==> src/rtl/uart_cmd_ctrl.sv <==
// Parses 4-byte HEADER/ADDR/DATA/CHK write frames from UART byte strobes into a 16x8 register file.
// Commit/drop pulses one cycle after the deciding byte; no back-pressure, stalled frames time out.
module uart_cmd_ctrl #(
    parameter int         TIMEOUT_CYCLES = 208320,
    parameter logic [7:0] HEADER         = 8'hAA
) (
    input  logic       clk,
    input  logic       rst_n,
    input  logic       rx_valid,
    input  logic [7:0] rx_data,
    input  logic [3:0] rd_addr,
    output logic [7:0] rd_data,
    output logic       wr_en,
    output logic [3:0] wr_addr,
    output logic [7:0] wr_data,
    output logic       frame_err,
    output logic [7:0] err_cnt,
    output logic       busy
);

    typedef enum logic [1:0] {IDLE, GET_ADDR, GET_DATA, GET_CHK} state_t;

    // Terminal compare is one below TIMEOUT_CYCLES-1 so the drop lands on the
    // edge where the counter would reach TIMEOUT_CYCLES-1.
    localparam logic [17:0] TMO_TERM = 18'(TIMEOUT_CYCLES - 2);

    state_t      state, state_nxt;
    logic [7:0]  regs [16];
    logic [3:0]  addr_q;
    logic [7:0]  data_q;
    logic [17:0] tmo_cnt;
    logic        tmo_hit;
    logic        commit;
    logic        drop;

    // A byte arriving on the terminal cycle takes priority over the timeout.
    assign tmo_hit = (state != IDLE) && !rx_valid && (tmo_cnt == TMO_TERM);
    assign busy    = (state != IDLE);
    assign rd_data = regs[rd_addr];

    always_comb begin
        state_nxt = state;
        commit    = 1'b0;
        drop      = 1'b0;
        case (state)
            IDLE: begin
                if (rx_valid && rx_data == HEADER) state_nxt = GET_ADDR;
            end
            GET_ADDR: begin
                if (rx_valid) begin
                    if (rx_data[7:4] != 4'h0) begin
                        drop      = 1'b1;
                        state_nxt = IDLE;
                    end else begin
                        state_nxt = GET_DATA;
                    end
                end
            end
            GET_DATA: begin
                if (rx_valid) state_nxt = GET_CHK;
            end
            GET_CHK: begin
                if (rx_valid) begin
                    if (rx_data == ({4'h0, addr_q} ^ data_q)) commit = 1'b1;
                    else                                      drop   = 1'b1;
                    state_nxt = IDLE;
                end
            end
            default: state_nxt = IDLE;
        endcase
        if (tmo_hit) begin
            drop      = 1'b1;
            state_nxt = IDLE;
        end
    end

    always_ff @(posedge clk or negedge rst_n) begin
        if (!rst_n) begin
            state     <= IDLE;
            addr_q    <= 4'h0;
            data_q    <= 8'h00;
            tmo_cnt   <= 18'd0;
            wr_en     <= 1'b0;
            wr_addr   <= 4'h0;
            wr_data   <= 8'h00;
            frame_err <= 1'b0;
            err_cnt   <= 8'h00;
            for (int i = 0; i < 16; i++) regs[i] <= 8'h00;
        end else begin
            state     <= state_nxt;
            wr_en     <= commit;
            frame_err <= drop;
            if (state == IDLE || rx_valid || tmo_hit) tmo_cnt <= 18'd0;
            else                                      tmo_cnt <= tmo_cnt + 18'd1;
            if (state == GET_ADDR && rx_valid) addr_q <= rx_data[3:0];
            if (state == GET_DATA && rx_valid) data_q <= rx_data;
            if (commit) begin
                regs[addr_q] <= data_q;
                wr_addr      <= addr_q;
                wr_data      <= data_q;
            end
            if (drop && err_cnt != 8'hFF) err_cnt <= err_cnt + 8'h01;
        end
    end

endmodule

==> config.mk <==
export PLATFORM = sky130hd
export DESIGN_NAME = uart_cmd_ctrl
export DESIGN_NICKNAME = d
export VERILOG_FILES = /design/src/rtl/uart_cmd_ctrl.sv
export SDC_FILE = /design/constraint.sdc
export NUM_CORES = 1
export LEC_CHECK = 0
export CAP_MARGIN = 10
export CORE_MARGIN = 4
export CORE_UTILIZATION = 40
export DETAILED_ROUTE_END_ITERATION = 8
export PLACE_DENSITY_LB_ADDON = 0.15
export SLEW_MARGIN = 20
export SYNTH_ARGS = -nofsm -noshare
export SYNTH_HDL_FRONTEND = slang
export SYNTH_SLANG_ARGS = --single-unit
==> constraint.sdc <==
create_clock -name clk -period 3 [get_ports clk]
set_clock_uncertainty 0.1 [all_clocks]
set_input_delay 0.75 -clock clk [delete_from_list [all_inputs] [get_ports clk]]
set_output_delay 0.75 -clock clk [all_outputs]
set_load 0.05 [all_outputs]
# Yosys cells after proc, flatten, opt, wreduce, memory -nomap -nowiden
# Index checks and enable logic that the tools add are counted.
dict set report totals {
  ff_bits 182
  latchBits 0
  ram_bits 0
  rom_bits 0
  inputBits 15
  out_inout_bits 31
  word_cells 81
  mem_count 0
}
dict set report op_classes {
  n_addsub 2
  n_mul 0
  div_mod_pow 0
  n_lt_le_gt_ge 3
  eq_ne 11
  shift 0
  muxes 23
  bitwise 3
  reduce_logical 14
}
# cell count
set op_table {}
lappend op_table {{$bwmux W128} 1}
lappend op_table {{$bmux W8 S4} 1}
lappend op_table {{$demux W8 S4} 1}
lappend op_table {{$mux W8} 3}
lappend op_table {{$add A18 B1 Y18 const B} 1}
lappend op_table {{$eq A18 B18 Y1 const B} 1}
lappend op_table {{$mux W18} 1}
lappend op_table {{$mux W2} 6}
lappend op_table {{$ne A3 B3 Y1 const B} 4}
lappend op_table {{$ge A5 B5 Y1 const B} 2}
lappend op_table {{$not A4 Y5} 2}
lappend op_table {{$add A8 B1 Y8 const B} 1}
lappend op_table {{$eq A8 B8 Y1} 1}
lappend op_table {{$eq A8 B8 Y1 const B} 1}
lappend op_table {{$mux W1} 8}
lappend op_table {{$ne A8 B8 Y1 const B} 1}
lappend op_table {{$pmux W2 S4} 1}
lappend op_table {{$xor A4 B8 Y8} 1}
lappend op_table {{$logic_and A1 B1 Y1} 7}
lappend op_table {{$lt A5 B1 Y1 const B} 1}
lappend op_table {{$eq A2 B2 Y1 const B} 2}
lappend op_table {{$reduce_and A4 Y1} 1}
lappend op_table {{$reduce_bool A4 Y1} 1}
lappend op_table {{$eq A2 B1 Y1 const B} 1}
lappend op_table {{5 further kinds} 6}

# Depth between registers and ports, before layout
# Gate-level depths: netlist (run 1).
dict set report logic_depth {
  depth_word 7
  ltp_mapped 10
}

# Worst setup path before layout (run 1)
# OpenSTA, ideal clock, no wires.
dict set report synth_path {
  kind {input to output}
  from {input rd_addr[0]}
  to {output rd_data[0]}
  t_arrival_ns 2.422
  setup_slack_ns -0.272
  path_stages 4
  n_path_buf 2
  path_cell_list {clkbuf_1 > buf_2 > mux4_2 > mux4_2}
}
dict set report synth_between {
  elab_chain_len 4
}
# item line_no
set synth_lines {}
lappend synth_lines {{from (decl)} 11} ;# input logic [3:0] rd_addr,
lappend synth_lines {{$not A4 Y5 (implied by the code)} 39} ;# assign rd_data = regs[rd_addr];
lappend synth_lines {{$bmux W8 S4} 39}
lappend synth_lines {{$mux W8 (implied by the code) (2 in a row)} 39}
lappend synth_lines {{to (decl)} 12} ;# output logic [7:0] rd_data,
# Every way passes these cells. The select of a mux whose other input is x is not followed.

# Worst setup path in the final report (run 1)
dict set report layout_path {
  from {input rd_addr[0]}
  to {output rd_data[6]}
}
# Same word-level chain as after synthesis.

==> flow_summary.toml, run 1 <==
[yosys]
syn_nets = 603
yosysSeqAreaShare_pct = 54.0
synthTopCellsByArea = "dfrtp_1 (54%), mux2_2 (19%), mux4_2 (11%), nand2_1 (2.1%), xnor2_1 (1.3%)"
synth_edf_count = 0
synth_area_per_cell_sq_um = 14.4
syn_inst = 585
async_flop_share_pct = 100
synth_area_sq_um = 8440
yosys.area.top_type = "dfrtp_1"
ys_ff_latch = 182
ys_types = 46
synth_top_area_share_pct = 54.0
ys.warnings.count = 0
ys.flop_type = "dfrtp_1"

[detailed_routing]
routed_wl_mm = 20.0
wl_per_cell_microns = 21.1
drt-initial-drc-count = 260
ant_nets = 0
dr.pass1.iters = 4
num_vias = 5063
drc = 0
vias_per_cell = 5.34

[die]
start_util_pct = 41.2
io_pins = 46
coreArea_sq_um = 20500
die_area_sq_um = 23500
row_count = 52
die_y_microns = 153
fp.dieW_microns = 153

[layout]
drive_above_1_share_pct = 43.1
final_cell_mix = "dfrtp_1 (182), mux2_2 (140), nand2_1 (48)"
layout_commonest_cell = "dfrtp_1"
stdcell_area_sq_um = 10500
final_net_count = 684
diodes = 0
area_growth_pct = 24.5
final_core_util_pct = 51.3

[sta]
slew_violations = 0
fmax_mhz = 324
min_period_ps = 3090
min_period_over_period_pct = 103
setup_viol = 8
hold_violations = 0
setup_ws_ps = -89.8
whs_ps = 147
rsz0062_at_grt = "true"
relSlewSlack_pct = 65.2
tightestPinTransition_ps = 520
fin_tns_setup_ps = -377

[global_route]
antenna_found_initial = 0
grtUsageTotal_pct = 18.0
grt_pass1_wl_mm = 32.2
grt-ovfl-total = 0
grt_pass1_vias = 5688
grt_max_degree = 62

[placement]
place_area_sq_um = 9710
pre_cts_slack_ps = -417
io_buffers = 45
routabilityCongestion = 0.781
hpwl_mm = 13.0

[setup_path]
crit_chain = "buf_16 > buf_12 > mux4_2 > mux4_2 > buf_8"
cp_data_required_time_ps = 2150
path_class = "in2out"
crit_top_cell = "mux4_2"
crit_path_end_kind = "output port"
cp_slowest_stage_delay_ps = 520
slowest_stage = "mux4_2"
startpoint_type = "primary input"
cp_max_fo = 6
crit_buf_inv = 3
path_delay_family = "multiplexers"
crit_arrival_ps = 2240

[clock_network]
htree_levels = 4
cts_tree = "built"
clk_path_buf_depth = 2
post_cts_buffers = 0
clock-sinks = 182
cts_hold_buf = 0
cts_buffers = 17
clkSlewWorstSetupHoldPaths_ps = 70
cts-root-buf = "clkbuf_16"
clkLatencyLatePin_ps = 430

[status]
status = "finished with violations"
violations = "setup timing"

[job]
cap_viol_max_count = 0

[pwr]
ir_drop_mv = 0.346
power.density_nw_per_um2 = 474
power_leakage_nw = 4.95

[hold_path]
worstHoldPathType = "in2async"
## kinds of logic after synthesis
kind of cell | share of synthesized area (%)
compound gates | 0.549
xor+xnor | 3.66
fa+ha+maj | 0.445
buf+inv | 2.12
flops | 54.0
mux | 29.7
simple gates | 9.52
## metal layers
metal  part of all wire (%)  GRT usage, %  up-vias
met1                     41          22.1     2682
met2                     55          32.1       90
met4                    1.4          4.29        0
met5                      0             0        -
li1                       -             -     2276
met3                    3.0          4.10       15
## power by group
part           switching, mW  leakage [nW]  total, mW  internal, mW
clock network          0.944         0.286       2.28          1.34
logic                  0.126          2.12      0.233         0.107
registers            0.00829          2.54       2.47          2.46
total                   1.08          4.95       4.98          3.90
## timing repair
| action | 4_1_cts | 5_1_grt |
|---|---|---|
| cloned | 5 | 0 |
| gates resized for setup | 24 | 1 |
| setup endpoints to repair | 8 | 8 |
## worst reg2reg max path, cell delays in order, from the launching register on
cell	delay (ps)
dfrtp_1	530
xnor3_1	380
and4_1	210
buf_4	150
and4bb_2	260
o21ai_2	250
and2_1	210
mux2_2	330
## metrics by stage
stage	std cells	total power, mW
floorplan	585	2.60
global placement	912	2.72
detailed placement	912	2.72
CTS	948	5.04
global route	948	5.17
finish	948	4.98
## cell usage after synthesis, types with 2 or more instances
library cell,n
a21oi_1,2
and2_1,2
and3_1,4
and4_1,4
buf_1,4
buf_2,13
clkbuf_1,20
dfrtp_1,182
ha_1,3
inv_1,3
mux2_1,2
mux2_2,140
mux4_2,40
nand2_1,48
nand3_1,12
nand3_2,7
nand3b_1,2
nand4_1,10
nor2_1,25
nor2b_1,5
nor3_1,3
nor3b_4,2
nor4_1,2
nor4b_1,2
xnor2_1,13
xnor3_1,4
xor2_1,12
## registers in the layout, summed over array words and instances (netlist names)
register and flops:
wr_en 1, wr_data 8, data_q 8, tmo_cnt 18
regs 128, err_cnt 8, state 2, frame_err 1
wr_addr 4, addr_q 4
## worst paths after layout
| kind | startpoint | end | slack (ps) | depth (start not counted) |
|---|---|---|---|---|
| setup / recovery | rd_addr[0] | rd_data[6] | -90 | 5 |
| hold / removal | rst_n | regs[122] | 150 | 1 |
| setup reg to reg | addr_q[3] | err_cnt[1] | 480 | 7 |
| hold reg to reg | wr_data[3] | wr_data[3] | 370 | 2 |
| max in group asynchronous | rst_n | tmo_cnt[10] | 1930 | 2 |
| min in group clk | wr_data[3] | wr_data[3] | 370 | 2 |
## area by class of cell
class / instances / area [sq um]
timing repair buffer: 101 / 1300
clock inverter: 10 / 148
inverter: 3 / 11.3
multi-input combinational: 361 / 3710
clock buffer: 21 / 450
sequential: 182 / 4550
tap: 270 / 338
fill: 1755 / 9990
(Power assumes the default switching activity.)
==> run 2: changes to the inputs <==
--- a/config.mk
+++ b/config.mk
@@ -6,9 +6,11 @@
 export NUM_CORES = 1
 export LEC_CHECK = 0
 export CAP_MARGIN = 10
+export CORE_ASPECT_RATIO = 0.5
 export CORE_MARGIN = 4
 export CORE_UTILIZATION = 40
 export DETAILED_ROUTE_END_ITERATION = 8
+export GPL_TIMING_DRIVEN = 0
 export PLACE_DENSITY_LB_ADDON = 0.15
 export SLEW_MARGIN = 20
 export SYNTH_ARGS = -nofsm -noshare
==> constraint.sdc (replaced) <==
create_clock -name clk -period 2.6 [get_ports clk]
set_clock_uncertainty 0.1 [all_clocks]
set_input_delay 0.65 -clock clk [delete_from_list [all_inputs] [get_ports clk]]
set_output_delay 0.65 -clock clk [all_outputs]
set_load 0.05 [all_outputs]
==> flow_summary.toml, run 2 (synthesis results as in run 1) <==
[die]
die_y_microns = 111
coreArea_sq_um = 20600
row_count = 37
fp.dieW_microns = 213
die_area_sq_um = 23600
start_util_pct = 40.9
io_pins = 46

[layout]
final_core_util_pct = 49.9
layout_commonest_cell = "dfrtp_1"
drive_above_1_share_pct = 42.1
multi_input_area_sq_um = 3810
final_cell_mix = "dfrtp_1 (182), mux2_2 (138), nand2_1 (48)"
stdcell_area_sq_um = 10300
reg.largest.list = "regs x128, tmo_cnt x18"
largest_reg_flops = 128
nFillCells = 1810
diodes = 0
seqCellArea_sq_um = 4550
final_net_count = 682
top_register = "regs"
area_growth_pct = 22.2

[pwr]
power.density_nw_per_um2 = 567
power_leakage_nw = 4.83
ir_drop_mv = 0.413

[sta]
rsz0062_at_grt = "true"
tightestPinTransition_ps = 706
relSlewSlack_pct = 52.9
fin_tns_setup_ps = -2630
setup_viol = 8
setup_ws_ps = -366
slew_violations = 0
min_period_ps = 2970
fmax_mhz = 337
hold_violations = 0
min_period_over_period_pct = 114

[detailed_routing]
drt-initial-drc-count = 205
routed_wl_mm = 20.1
num_vias = 5070
ant_nets = 0
vias_per_cell = 5.34
drc = 0
dr.pass1.iters = 4
wl_per_cell_microns = 21.2

[global_route]
grt_max_degree = 98
grt_pass1_vias = 5337
grtUsageTotal_pct = 18.0
grt_pass1_wl_mm = 31.9
grt-ovfl-total = 0
antenna_found_initial = 0

[setup_path]
cp_data_required_time_ps = 1850
r2r_slack_ps = 110
crit_arrival_ps = 2220
crit_path_end_kind = "output port"
path_class = "in2out"
startpoint_type = "primary input"
cp_max_fo = 6

[status]
status = "finished with violations"
violations = "setup timing"

[placement]
io_buffers = 41
hpwl_mm = 12.9
place_area_sq_um = 9320
routabilityCongestion = 0.760
pre_cts_slack_ps = -1750

[clock_network]
clock-sinks = 182
htree_levels = 4
clkSlewWorstSetupHoldPaths_ps = 70
cts-root-buf = "clkbuf_16"
clk_path_buf_depth = 2
cts_tree = "built"
clkLatencyLatePin_ps = 430
cts_buffers = 17

[job]
cap_viol_max_count = 0

[hold_path]
worstHoldPathType = "in2async"
-- run 2: cell count changes in the layout (fill, tap and decap cells not counted), sizes merged --
cell / before / now
dlygate4sd2: 0 / 6
clkdlybuf4s50: 34 / 24
clkdlybuf4s15: 0 / 1
buf: 66 / 45
bufbuf: 1 / 0
clkinvlp: 2 / 3
clkbuf: 21 / 45
clkinv: 3 / 2
-- run 2: layer usage --
layer  GRT usage [%]  routed length (microns)  vias up
met4            4.99                      180        0
met2            26.0                     8900       75
met5               0                        0        -
met1            27.1                     9830     2696
met3            4.35                     1180       12
li1                -                        -     2287
-- run 2: layout make-up --
type                       count  share of cell area, %
tap                          273                   3.31
clock inverter                10                   1.40
buffer                        35                   2.89
sequential                   182                   44.2
inverter                       3                  0.109
timing repair buffer          64                   6.61
multi-input combinational    361                   36.9
clock buffer                  22                   4.60
-- run 2: worst paths after layout --
path / startpoint / end / cells after the start
setup / recovery: rd_addr[0] / rd_data[0] / 5
min in group clk: wr_addr[3] / wr_addr[3] / 2
setup reg to reg: data_q[6] / regs[34] / 8
hold reg to reg: wr_addr[3] / wr_addr[3] / 2
hold / removal: rst_n / regs[95] / 2
max in group asynchronous: rst_n / data_q[2] / 3
-- run 2: worst max-delay path, stage by stage --
cell	delay (ps)
clkbuf_16	150
buf_16	130
mux4_2	560
mux4_2	540
buf_8	180
-- run 2: through the flow --
step	power [mW]	hold WS, ps	cells
after global routing	6.06	153	950
after detailed placement	3.13	354	901
after global placement	3.12	352	899
final	5.85	124	950
after CTS	5.91	150	941
after floorplan	3.01	254	585
-- run 2: power by group --
| group | switching [mW] | internal, mW | leakage (nW) |
|---|---|---|---|
| Sequential | 0.00271 | 2.83 | 2.54 |
| Combinational | 0.158 | 0.0965 | 1.99 |
| Clock | 1.16 | 1.60 | 0.293 |
| Total | 1.32 | 4.53 | 4.83 |
-- run 2: timing repair --
action | CTS | global route
pin swaps | 5 | 5
resized for setup | 102 | 11
hold endpoints to repair | 0 | 0
gates cloned | 1 | 1
hold buffers | 0 | 0
setup buffers | 10 | 9
endpoints found under the setup margin | 151 | 99
